## config.mk

```make
export PLATFORM = sky130hd
export DESIGN_NAME = id_ex_stage_flat
export DESIGN_NICKNAME = d
export VERILOG_FILES = /design/src/rtl/id_ex_stage_if.sv /design/src/rtl/id_ex_stage.sv /design/src/flat_wrapper.sv
export SDC_FILE = /design/constraint.sdc
export NUM_CORES = 1
export LEC_CHECK = 0
export CORE_ASPECT_RATIO = 0.5
export CORE_MARGIN = 2
export CORE_UTILIZATION = 45
export CTS_BUF_LIST = sky130_fd_sc_hd__clkbuf_4 sky130_fd_sc_hd__clkbuf_8
export DETAILED_ROUTE_END_ITERATION = 12
export GPL_ROUTABILITY_DRIVEN = 0
export GPL_TIMING_DRIVEN = 0
export PLACE_DENSITY = 0.95
export SLEW_MARGIN = 20
export SYNTH_ARGS = -nofsm -noshare
export SYNTH_HDL_FRONTEND = slang
export SYNTH_SLANG_ARGS = --single-unit
```

## constraint.sdc

```tcl
create_clock -name clk_i -period 4.45 [get_ports clk_i]
set_input_delay 0.6675 -clock clk_i [delete_from_list [all_inputs] [get_ports clk_i]]
set_output_delay 0.6675 -clock clk_i [all_outputs]
set_load 0.02 [all_outputs]
```

## src/rtl/id_ex_stage_if.sv

```systemverilog
// Bundle of every signal between the ID/EX pipeline register and its neighbours:
// the ID handshake, register-file read port, MEM/WB bypass taps and the EX payload.
interface id_ex_stage_if #(
    parameter int DATA_WIDTH = 32,
    parameter int ADDR_WIDTH = 5
);
    logic                  valid_i;
    logic                  ready_o;
    logic [DATA_WIDTH-1:0] pc_i;
    logic [DATA_WIDTH-1:0] imm_i;
    logic [ADDR_WIDTH-1:0] rs1_i;
    logic [ADDR_WIDTH-1:0] rs2_i;
    logic [ADDR_WIDTH-1:0] rd_i;
    logic                  use_rs1_i;
    logic                  use_rs2_i;
    logic                  we_i;
    logic                  is_load_i;
    logic [3:0]            alu_op_i;

    logic [ADDR_WIDTH-1:0] rf_ra_o;
    logic [ADDR_WIDTH-1:0] rf_rb_o;
    logic [DATA_WIDTH-1:0] rf_data_a_i;
    logic [DATA_WIDTH-1:0] rf_data_b_i;

    logic                  mem_we_i;
    logic [ADDR_WIDTH-1:0] mem_rd_i;
    logic [DATA_WIDTH-1:0] mem_data_i;
    logic                  mem_pend_i;
    logic                  wb_we_i;
    logic [ADDR_WIDTH-1:0] wb_rd_i;
    logic [DATA_WIDTH-1:0] wb_data_i;

    logic                  ex_ready_i;
    logic                  flush_i;

    logic                  valid_o;
    logic [DATA_WIDTH-1:0] pc_o;
    logic [DATA_WIDTH-1:0] op_a_o;
    logic [DATA_WIDTH-1:0] op_b_o;
    logic [DATA_WIDTH-1:0] imm_o;
    logic [ADDR_WIDTH-1:0] rd_o;
    logic                  we_o;
    logic                  is_load_o;
    logic [3:0]            alu_op_o;

    modport slave (
        input  valid_i, pc_i, imm_i, rs1_i, rs2_i, rd_i, use_rs1_i, use_rs2_i,
               we_i, is_load_i, alu_op_i, rf_data_a_i, rf_data_b_i,
               mem_we_i, mem_rd_i, mem_data_i, mem_pend_i,
               wb_we_i, wb_rd_i, wb_data_i, ex_ready_i, flush_i,
        output ready_o, rf_ra_o, rf_rb_o, valid_o, pc_o, op_a_o, op_b_o,
               imm_o, rd_o, we_o, is_load_o, alu_op_o
    );

    modport master (
        output valid_i, pc_i, imm_i, rs1_i, rs2_i, rd_i, use_rs1_i, use_rs2_i,
               we_i, is_load_i, alu_op_i, rf_data_a_i, rf_data_b_i,
               mem_we_i, mem_rd_i, mem_data_i, mem_pend_i,
               wb_we_i, wb_rd_i, wb_data_i, ex_ready_i, flush_i,
        input  ready_o, rf_ra_o, rf_rb_o, valid_o, pc_o, op_a_o, op_b_o,
               imm_o, rd_o, we_o, is_load_o, alu_op_o
    );
endinterface

```

## src/rtl/id_ex_stage.sv

```systemverilog
// ID/EX pipeline register: resolves operands with MEM-over-WB bypass, detects
// load-use and EX-dependency hazards, and inserts bubbles or holds on EX backpressure.
module id_ex_stage #(
    parameter int DATA_WIDTH = 32,
    parameter int ADDR_WIDTH = 5
) (
    input  logic          clk_i,
    input  logic          rstn_i,
    id_ex_stage_if.slave  bus
);

    // x0 is hard zero: never bypassed, even if a producer claims to write it.
    function automatic logic [DATA_WIDTH-1:0] resolve(
        input logic [ADDR_WIDTH-1:0] rs,
        input logic [DATA_WIDTH-1:0] rf_data,
        input logic                  mem_we,
        input logic [ADDR_WIDTH-1:0] mem_rd,
        input logic [DATA_WIDTH-1:0] mem_data,
        input logic                  wb_we,
        input logic [ADDR_WIDTH-1:0] wb_rd,
        input logic [DATA_WIDTH-1:0] wb_data
    );
        logic [DATA_WIDTH-1:0] res;
        res = rf_data;
        if (rs == '0)
            res = '0;
        else if (mem_we && (mem_rd == rs))
            res = mem_data;
        else if (wb_we && (wb_rd == rs))
            res = wb_data;
        return res;
    endfunction

    logic                  valid_q,   valid_d;
    logic [DATA_WIDTH-1:0] pc_q,      pc_d;
    logic [DATA_WIDTH-1:0] imm_q,     imm_d;
    logic [DATA_WIDTH-1:0] op_a_q,    op_a_d;
    logic [DATA_WIDTH-1:0] op_b_q,    op_b_d;
    logic [ADDR_WIDTH-1:0] rd_q,      rd_d;
    logic                  we_q,      we_d;
    logic                  is_load_q, is_load_d;
    logic [3:0]            alu_op_q,  alu_op_d;

    logic [DATA_WIDTH-1:0] op_a_res, op_b_res;
    logic                  rs1_live, rs2_live;
    logic                  ex_hazard, mem_hazard, hazard;
    logic                  advance, take;

    always_comb begin
        op_a_res = resolve(bus.rs1_i, bus.rf_data_a_i, bus.mem_we_i, bus.mem_rd_i,
                           bus.mem_data_i, bus.wb_we_i, bus.wb_rd_i, bus.wb_data_i);
        op_b_res = resolve(bus.rs2_i, bus.rf_data_b_i, bus.mem_we_i, bus.mem_rd_i,
                           bus.mem_data_i, bus.wb_we_i, bus.wb_rd_i, bus.wb_data_i);
    end

    always_comb begin
        rs1_live   = bus.use_rs1_i && (bus.rs1_i != '0);
        rs2_live   = bus.use_rs2_i && (bus.rs2_i != '0);
        ex_hazard  = valid_q && we_q && (rd_q != '0) && bus.valid_i &&
                     ((rs1_live && (bus.rs1_i == rd_q)) ||
                      (rs2_live && (bus.rs2_i == rd_q)));
        // A pending MEM value cannot be bypassed yet, so the consumer must wait.
        mem_hazard = bus.mem_we_i && bus.mem_pend_i &&
                     ((rs1_live && (bus.rs1_i == bus.mem_rd_i)) ||
                      (rs2_live && (bus.rs2_i == bus.mem_rd_i)));
        hazard     = (ex_hazard || mem_hazard) && !bus.flush_i;
        advance    = bus.ex_ready_i || !valid_q;
        take       = bus.valid_i && advance && !hazard && !bus.flush_i;
    end

    always_comb begin
        valid_d   = valid_q;
        pc_d      = pc_q;
        imm_d     = imm_q;
        op_a_d    = op_a_q;
        op_b_d    = op_b_q;
        rd_d      = rd_q;
        we_d      = we_q;
        is_load_d = is_load_q;
        alu_op_d  = alu_op_q;
        if (bus.flush_i) begin
            valid_d = 1'b0;
        end else if (advance) begin
            valid_d = take;
            if (take) begin
                pc_d      = bus.pc_i;
                imm_d     = bus.imm_i;
                op_a_d    = op_a_res;
                op_b_d    = op_b_res;
                rd_d      = bus.rd_i;
                we_d      = bus.we_i;
                is_load_d = bus.is_load_i;
                alu_op_d  = bus.alu_op_i;
            end
        end
    end

    always_ff @(posedge clk_i or negedge rstn_i) begin
        if (!rstn_i) begin
            valid_q   <= 1'b0;
            pc_q      <= '0;
            imm_q     <= '0;
            op_a_q    <= '0;
            op_b_q    <= '0;
            rd_q      <= '0;
            we_q      <= 1'b0;
            is_load_q <= 1'b0;
            alu_op_q  <= '0;
        end else begin
            valid_q   <= valid_d;
            pc_q      <= pc_d;
            imm_q     <= imm_d;
            op_a_q    <= op_a_d;
            op_b_q    <= op_b_d;
            rd_q      <= rd_d;
            we_q      <= we_d;
            is_load_q <= is_load_d;
            alu_op_q  <= alu_op_d;
        end
    end

    // Flush must always drain ID, whatever the hazard or backpressure state.
    assign bus.ready_o   = bus.flush_i || (advance && !hazard);
    assign bus.rf_ra_o   = bus.rs1_i;
    assign bus.rf_rb_o   = bus.rs2_i;
    assign bus.valid_o   = valid_q;
    assign bus.pc_o      = pc_q;
    assign bus.imm_o     = imm_q;
    assign bus.op_a_o    = op_a_q;
    assign bus.op_b_o    = op_b_q;
    assign bus.rd_o      = rd_q;
    assign bus.we_o      = we_q;
    assign bus.is_load_o = is_load_q;
    assign bus.alu_op_o  = alu_op_q;

endmodule
```

## src/flat_wrapper.sv

```systemverilog
// flat-port wrapper written by rule: the top's interface ports become plain ports
module id_ex_stage_flat 
#(
    parameter int DATA_WIDTH = 32,
    parameter int ADDR_WIDTH = 5
)
  (clk_i, rstn_i, bus_valid_i, bus_pc_i, bus_imm_i, bus_rs1_i, bus_rs2_i, bus_rd_i, bus_use_rs1_i, bus_use_rs2_i, bus_we_i, bus_is_load_i, bus_alu_op_i, bus_rf_data_a_i, bus_rf_data_b_i, bus_mem_we_i, bus_mem_rd_i, bus_mem_data_i, bus_mem_pend_i, bus_wb_we_i, bus_wb_rd_i, bus_wb_data_i, bus_ex_ready_i, bus_flush_i, bus_ready_o, bus_rf_ra_o, bus_rf_rb_o, bus_valid_o, bus_pc_o, bus_op_a_o, bus_op_b_o, bus_imm_o, bus_rd_o, bus_we_o, bus_is_load_o, bus_alu_op_o);
  id_ex_stage_if #(.DATA_WIDTH(DATA_WIDTH), .ADDR_WIDTH(ADDR_WIDTH)) bus_i ();
  input  logic clk_i;
  input  logic rstn_i;
  input wire logic [$bits(bus_i.valid_i)-1:0] bus_valid_i;
  input wire logic [$bits(bus_i.pc_i)-1:0] bus_pc_i;
  input wire logic [$bits(bus_i.imm_i)-1:0] bus_imm_i;
  input wire logic [$bits(bus_i.rs1_i)-1:0] bus_rs1_i;
  input wire logic [$bits(bus_i.rs2_i)-1:0] bus_rs2_i;
  input wire logic [$bits(bus_i.rd_i)-1:0] bus_rd_i;
  input wire logic [$bits(bus_i.use_rs1_i)-1:0] bus_use_rs1_i;
  input wire logic [$bits(bus_i.use_rs2_i)-1:0] bus_use_rs2_i;
  input wire logic [$bits(bus_i.we_i)-1:0] bus_we_i;
  input wire logic [$bits(bus_i.is_load_i)-1:0] bus_is_load_i;
  input wire logic [$bits(bus_i.alu_op_i)-1:0] bus_alu_op_i;
  input wire logic [$bits(bus_i.rf_data_a_i)-1:0] bus_rf_data_a_i;
  input wire logic [$bits(bus_i.rf_data_b_i)-1:0] bus_rf_data_b_i;
  input wire logic [$bits(bus_i.mem_we_i)-1:0] bus_mem_we_i;
  input wire logic [$bits(bus_i.mem_rd_i)-1:0] bus_mem_rd_i;
  input wire logic [$bits(bus_i.mem_data_i)-1:0] bus_mem_data_i;
  input wire logic [$bits(bus_i.mem_pend_i)-1:0] bus_mem_pend_i;
  input wire logic [$bits(bus_i.wb_we_i)-1:0] bus_wb_we_i;
  input wire logic [$bits(bus_i.wb_rd_i)-1:0] bus_wb_rd_i;
  input wire logic [$bits(bus_i.wb_data_i)-1:0] bus_wb_data_i;
  input wire logic [$bits(bus_i.ex_ready_i)-1:0] bus_ex_ready_i;
  input wire logic [$bits(bus_i.flush_i)-1:0] bus_flush_i;
  output wire logic [$bits(bus_i.ready_o)-1:0] bus_ready_o;
  output wire logic [$bits(bus_i.rf_ra_o)-1:0] bus_rf_ra_o;
  output wire logic [$bits(bus_i.rf_rb_o)-1:0] bus_rf_rb_o;
  output wire logic [$bits(bus_i.valid_o)-1:0] bus_valid_o;
  output wire logic [$bits(bus_i.pc_o)-1:0] bus_pc_o;
  output wire logic [$bits(bus_i.op_a_o)-1:0] bus_op_a_o;
  output wire logic [$bits(bus_i.op_b_o)-1:0] bus_op_b_o;
  output wire logic [$bits(bus_i.imm_o)-1:0] bus_imm_o;
  output wire logic [$bits(bus_i.rd_o)-1:0] bus_rd_o;
  output wire logic [$bits(bus_i.we_o)-1:0] bus_we_o;
  output wire logic [$bits(bus_i.is_load_o)-1:0] bus_is_load_o;
  output wire logic [$bits(bus_i.alu_op_o)-1:0] bus_alu_op_o;
  assign bus_i.valid_i = bus_valid_i;
  assign bus_i.pc_i = bus_pc_i;
  assign bus_i.imm_i = bus_imm_i;
  assign bus_i.rs1_i = bus_rs1_i;
  assign bus_i.rs2_i = bus_rs2_i;
  assign bus_i.rd_i = bus_rd_i;
  assign bus_i.use_rs1_i = bus_use_rs1_i;
  assign bus_i.use_rs2_i = bus_use_rs2_i;
  assign bus_i.we_i = bus_we_i;
  assign bus_i.is_load_i = bus_is_load_i;
  assign bus_i.alu_op_i = bus_alu_op_i;
  assign bus_i.rf_data_a_i = bus_rf_data_a_i;
  assign bus_i.rf_data_b_i = bus_rf_data_b_i;
  assign bus_i.mem_we_i = bus_mem_we_i;
  assign bus_i.mem_rd_i = bus_mem_rd_i;
  assign bus_i.mem_data_i = bus_mem_data_i;
  assign bus_i.mem_pend_i = bus_mem_pend_i;
  assign bus_i.wb_we_i = bus_wb_we_i;
  assign bus_i.wb_rd_i = bus_wb_rd_i;
  assign bus_i.wb_data_i = bus_wb_data_i;
  assign bus_i.ex_ready_i = bus_ex_ready_i;
  assign bus_i.flush_i = bus_flush_i;
  assign bus_ready_o = bus_i.ready_o;
  assign bus_rf_ra_o = bus_i.rf_ra_o;
  assign bus_rf_rb_o = bus_i.rf_rb_o;
  assign bus_valid_o = bus_i.valid_o;
  assign bus_pc_o = bus_i.pc_o;
  assign bus_op_a_o = bus_i.op_a_o;
  assign bus_op_b_o = bus_i.op_b_o;
  assign bus_imm_o = bus_i.imm_o;
  assign bus_rd_o = bus_i.rd_o;
  assign bus_we_o = bus_i.we_o;
  assign bus_is_load_o = bus_i.is_load_o;
  assign bus_alu_op_o = bus_i.alu_op_o;
  id_ex_stage #(.DATA_WIDTH(DATA_WIDTH), .ADDR_WIDTH(ADDR_WIDTH)) u_core (.clk_i(clk_i), .rstn_i(rstn_i), .bus(bus_i));
endmodule
```

== After elaboration in Yosys (flattened, before gate mapping) ==
Index checks and enable logic that the tools add are counted.

* Register bits: 140
* Output and inout bits: 151
* Logic and storage cells: 62

* Equal/unequal tests: 8
* Multiplexer cells: 8
* Bitwise logic cells: 1
* Reduce and logical (&&, ||, !) cells: 36

{| class="wikitable"
|+ Operator list
! kind !! number
|-
| 2-to-1 mux 32 bit || 6
|-
| equality test 5 bit || 8
|-
| logical AND 1 bit || 21
|-
| nonzero test 5 bit || 3
|-
| zero test 5 bit || 2
|-
| logical OR 1 bit || 5
|-
| zero test 1 bit || 3
|-
| AND reduction 3 bit || 1
|-
| 2-to-1 mux 1 bit || 2
|-
| nonzero test 2 bit || 1
|-
| NOT 1 bit || 1
|}

== Depth between registers and ports, before layout ==
Gate-level depths: netlist of run 1.

* Depth in word-level cells: 12
* Depth in mapped cells: 8
* Gate-level depth less buffers: 5

== Worst setup path before layout of run 1 ==
OpenSTA, ideal clock, no wires.

* Path type: in2out
* Start point: input bus_rs1_i[4]
* End point: output bus_ready_o
* Arrival: 2.451 ns
* Data required time: 3.783 ns
* Path slack: 1.331 ns
* Stages: 5
* Path buffers: 1
* Cells stage by stage: clkbuf_1 or4_1 o21ai_1 nor4_1 o41ai_1

* Word-level cells in the longest chain between the ends: 10
* Elaborated cells between the ends (all ways): 15
* Classes of those cells: eq/ne (2); reduce/logical (13)

{| class="wikitable"
|+ Ends and longest elaborated chain
! item !! line !! source
|-
| start: declaration || flat_wrapper.sv:14 || <nowiki>input wire logic [$bits(bus_i.rs1_i)-1:0] bus_rs1_i;</nowiki>
|-
| nonzero test 5 bit || id_ex_stage.sv:57 || <nowiki>rs1_live = bus.use_rs1_i && (bus.rs1_i != '0);</nowiki>
|-
| logical AND 1 bit || id_ex_stage.sv:57 ||
|-
| logical AND 1 bit (on tied branches) || id_ex_stage.sv:60, id_ex_stage.sv:64 ||
|-
| logical OR 1 bit (on tied branches) || id_ex_stage.sv:60, id_ex_stage.sv:64 ||
|-
| logical AND 1 bit (on tied branches) || id_ex_stage.sv:59, id_ex_stage.sv:63 ||
|-
| logical OR 1 bit (*) || id_ex_stage.sv:66 || <nowiki>hazard = (ex_hazard || mem_hazard) && !bus.flush_i;</nowiki>
|-
| logical AND 1 bit (*) || id_ex_stage.sv:66 ||
|-
| zero test 1 bit (*) || id_ex_stage.sv:123 || <nowiki>assign bus.ready_o = bus.flush_i || (advance && !hazard);</nowiki>
|-
| logical AND 1 bit (*) || id_ex_stage.sv:123 ||
|-
| logical OR 1 bit (*) || id_ex_stage.sv:123 ||
|-
| end: declaration || flat_wrapper.sv:33 || <nowiki>output wire logic [$bits(bus_i.ready_o)-1:0] bus_ready_o;</nowiki>
|}

Every way passes the cells marked *; elsewhere a longest branch is shown, timed or not.

== Final worst setup path of run 1 ==
* Start point: input bus_rs2_i[2]
* End point: output bus_ready_o

* Word-level cells in the longest chain between the ends: 10
* Elaborated cells between the ends (all ways): 15
* Classes of those cells: eq/ne (2); reduce/logical (13)

{| class="wikitable"
|+ Ends and longest elaborated chain
! item !! line !! source
|-
| start: declaration || flat_wrapper.sv:15 || <nowiki>input wire logic [$bits(bus_i.rs2_i)-1:0] bus_rs2_i;</nowiki>
|-
| nonzero test 5 bit || id_ex_stage.sv:58 || <nowiki>rs2_live = bus.use_rs2_i && (bus.rs2_i != '0);</nowiki>
|-
| logical AND 1 bit || id_ex_stage.sv:58 ||
|-
| logical AND 1 bit (on tied branches) || id_ex_stage.sv:61, id_ex_stage.sv:65 ||
|-
| logical OR 1 bit (on tied branches) || id_ex_stage.sv:60, id_ex_stage.sv:64 ||
|-
| logical AND 1 bit (on tied branches) || id_ex_stage.sv:59, id_ex_stage.sv:63 ||
|-
| logical OR 1 bit (*) || id_ex_stage.sv:66 ||
|-
| logical AND 1 bit (*) || id_ex_stage.sv:66 ||
|-
| zero test 1 bit (*) || id_ex_stage.sv:123 ||
|-
| logical AND 1 bit (*) || id_ex_stage.sv:123 ||
|-
| logical OR 1 bit (*) || id_ex_stage.sv:123 ||
|}

Marked as above.

==> flow_metrics.py, run 1 <==
metrics = {
    "outcome": {
        "status": "completed",
    },
    "grt": {
        "grt_pass1_vias": 8142,
        "overflow": 0,
        "grt_use_total_pct": 33.7,
        "grt_pass1_wl_mm": 46.2,
        "grt_antenna_before_repair": 1,
        "grt_max_degree": 81,
    },
    "synth": {
        "synthTopCellsByCount": "dfrtp_1 (140), mux2_1 (99), o21ai_0 (64), or3_1 (60), clkbuf_1 (56)",
        "synth_top_area_share_pct": 45.5,
        "avgSynthCellArea_um2": 10.8,
        "synth-warning-count": 0,
        "ys_seq_elements": 140,
        "synthCells": 716,
        "ys_async_sr_fraction_pct": 100,
        "synth_area_leaders": "dfrtp_1 (45%), mux2_1 (14%), mux2_2 (5.8%)",
        "ys_seq_area_share_pct": 45.5,
        "syn_area_mm2": 0.00770,
        "syn-num-nets": 949,
        "synth_cell_types": 32,
        "synth_most_common_cell": "dfrtp_1",
        "ys.flop_type": "dfrtp_1",
        "yosysTopAreaCell": "dfrtp_1",
        "synth_enable_flop_cells": 0,
    },
    "clock_tree": {
        "postCtsSetupBuffers": 0,
        "ctsResizeCount": 0,
        "ctsHoldBuffers": 0,
        "cts-root-buf": "clkbuf_8",
        "cts_buffers": 17,
        "cts_tree": "done",
        "cts.sink_count": 140,
        "clk_pin_slew_worst_paths_ns": 0.09,
        "insertion_delay_ns": 0.47,
        "clk_path_buf_depth": 2,
        "h-tree-depth": 4,
    },
    "die": {
        "core_mm2": 0.0166,
        "start_util_pct": 46.5,
        "die-area_mm2": 0.0182,
        "num_rows": 33,
        "die_width_um": 189,
        "io_pins": 384,
        "die_height_um": 96.5,
    },
    "detailed_routing": {
        "finalWirelength_mm": 32.1,
        "first_pass_iters": 8,
        "met3_length_mm": 3.11,
        "vias_per_cell": 6.11,
        "ant_nets": 0,
        "vias": 8302,
        "met2_length_mm": 15.3,
        "drt_iter0_drc": 1143,
        "maxUsedRoutingLayer": "met4",
        "remaining_drc_errors": 0,
        "drt-met1-wl_mm": 12.0,
        "wire_per_inst_um": 23.6,
    },
    "sta": {
        "tightest_slew_ns": 0.739,
        "rsz0062_at_grt": "false",
        "min_period_ns": 4.17,
        "timing.fmax_ghz": 0.240,
        "slew_headroom_pct": 50.4,
        "finalSetupViolCount": 0,
        "hold_viol": 0,
        "period_share_pct": 93.7,
        "drv_slew": 0,
        "fin_skew_ns": 0.0160,
    },
    "worst_setup_path": {
        "arrival_ns": 3.50,
        "critPathLaunchType": "input pin",
        "crit_type": "input pin to primary output",
        "cp_max_fo": 7,
        "required_ns": 3.78,
        "reg2reg_depth": 7,
        "end_kind": "primary output",
    },
    "placement": {
        "dpl.cell_count": 1325,
        "dp.final_hpwl_mm": 24.7,
        "portBuffers": 381,
    },
    "power": {
        "p_leak_nw": 4.57,
        "peakVddDrop_uv": 212,
        "p_seq_share_pct": 38.1,
        "pwr-share-comb_pct": 37.8,
        "clkPwrFrac_pct": 24.1,
        "switching_share_pct": 34.7,
        "power_density_mw_per_mm2": 360,
        "net-switching-power_mw": 1.53,
        "total_power_mw": 4.40,
        "internal-power_mw": 2.87,
    },
    "run": {
        "cap_violations": 0,
    },
    "layout": {
        "finalNonFillerCells": 1358,
        "layout-drive-gt1-share_pct": 9.20,
        "area_growth_pct": 58.7,
        "layout.nets": 1350,
    },
    "min_path": {
        "hold_path_class": "input pin to async pin",
    },
}
==> worst paths after layout <==
path / end / slack [ns] / start
worst min-delay path: u_core.bus.op_a_o[10] / 0.13 / rstn_i
worst max-delay path: bus_ready_o / 0.28 / bus_rs2_i[2]
min in group clk_i: u_core.bus.alu_op_o[0] / 0.49 / u_core.bus.alu_op_o[0]
worst min register to register: u_core.bus.alu_op_o[0] / 0.49 / u_core.bus.alu_op_o[0]
worst max register to register: u_core.bus.imm_o[3] / 1.47 / u_core.bus.rd_o[0]
max in group asynchronous: u_core.bus.imm_o[27] / 3.50 / rstn_i
==> flip-flops by register name, indices dropped and copies added (netlist names) <==
register,flops
u_core.bus.op_b_o,32
u_core.bus.is_load_o,1
u_core.bus.valid_o,1
u_core.bus.rd_o,5
u_core.bus.op_a_o,32
u_core.bus.we_o,1
u_core.bus.imm_o,32
u_core.bus.alu_op_o,4
u_core.bus.pc_o,32
==> cell usage in the layout (no fill, tap or decap), types with 4 or more instances in the layout <==
master,netlist,layout
a311oi_1,32,32
a31oi_1,32,32
buf_2,4,4
buf_4,21,21
clkbuf_1,56,56
clkbuf_8,0,17
clkdlybuf4s50_1,0,380
clkinv_2,0,4
dfrtp_1,140,140
mux2_1,99,99
mux2_2,40,40
nand2_1,37,37
nand4_1,7,7
nor3_1,32,32
o21ai_0,64,64
o31ai_1,33,33
or3_1,60,60
xnor2_1,29,29
==> power groups by stage <==
stage	combinational, mW	clock (mW)	sequential [mW]
after floorplan	0.405	0	1.98
after global placement	1.61	0	1.67
after detailed placement	1.65	0	1.69
after CTS	1.66	1.06	1.67
after global routing	1.74	1.11	1.70
final	1.66	1.06	1.68
==> metrics by stage <==
stage / setup TNS [ns] / utilization, % / hold slack (ns) / instance area, um^2 / setup WS (ns)
3_5_place_dp: 0 / 71.5 / 0.474 / 11800 / 0.335
6_report: 0 / 73.8 / 0.132 / 12200 / 0.278
5_1_grt: 0 / 73.8 / 0.164 / 12200 / 0.219
2_1_floorplan: 0 / - / 0.372 / 7700 / 1.33
3_3_place_gp: -390.44 / 71.3 / 0.466 / 11800 / -2.81
4_1_cts: 0 / 73.8 / 0.138 / 12200 / 0.327
==> routing by layer <==
metal | track usage [%] | up-vias
met1 | 42.1 | 4024
li1 | - | 3497
met4 | 17.8 | 0
met2 | 55.6 | 611
met3 | 7.62 | 170
met5 | 0 | -
==> area by class of cell <==
type | instances | area (um^2)
antenna | 1 | 2.50
buffer | 81 | 388
clock buffer | 18 | 241
clock inverter | 14 | 146
fill | 1111 | 4340
inverter | 1 | 3.75
multi-input combinational | 494 | 3800
sequential | 140 | 3500
tap | 227 | 284
timing repair buffer | 382 | 3850
==> logic make-up after synthesis <==
group	count (synthesis)	share of synthesized area [%]
multiplexers	139	20.3
XOR/XNOR	31	3.53
AO/OA/AOI/OAI	166	14.1
AND/OR/NAND/NOR	158	11.4
buffers and inverters	82	5.09
flip-flops	140	45.5
==> worst max-delay path: stages <==
cell and delay (ns):
clkdlybuf4s50_1 0.58, or4_1 0.59, nor2_2 0.36, o31ai_1 0.23, o41ai_1 0.41, clkdlybuf4s50_1 0.67
(Power assumes the default switching activity.)
==> inputs of run 2 (changes only) <==
--- a/config.mk
+++ b/config.mk
@@ -5,6 +5,7 @@
 export SDC_FILE = /design/constraint.sdc
 export NUM_CORES = 1
 export LEC_CHECK = 0
+export CAP_MARGIN = 20
 export CORE_ASPECT_RATIO = 0.5
 export CORE_MARGIN = 2
 export CORE_UTILIZATION = 45
==> results of run 2 <==
Final layout, timing and power as in run 1 (identical DEF).
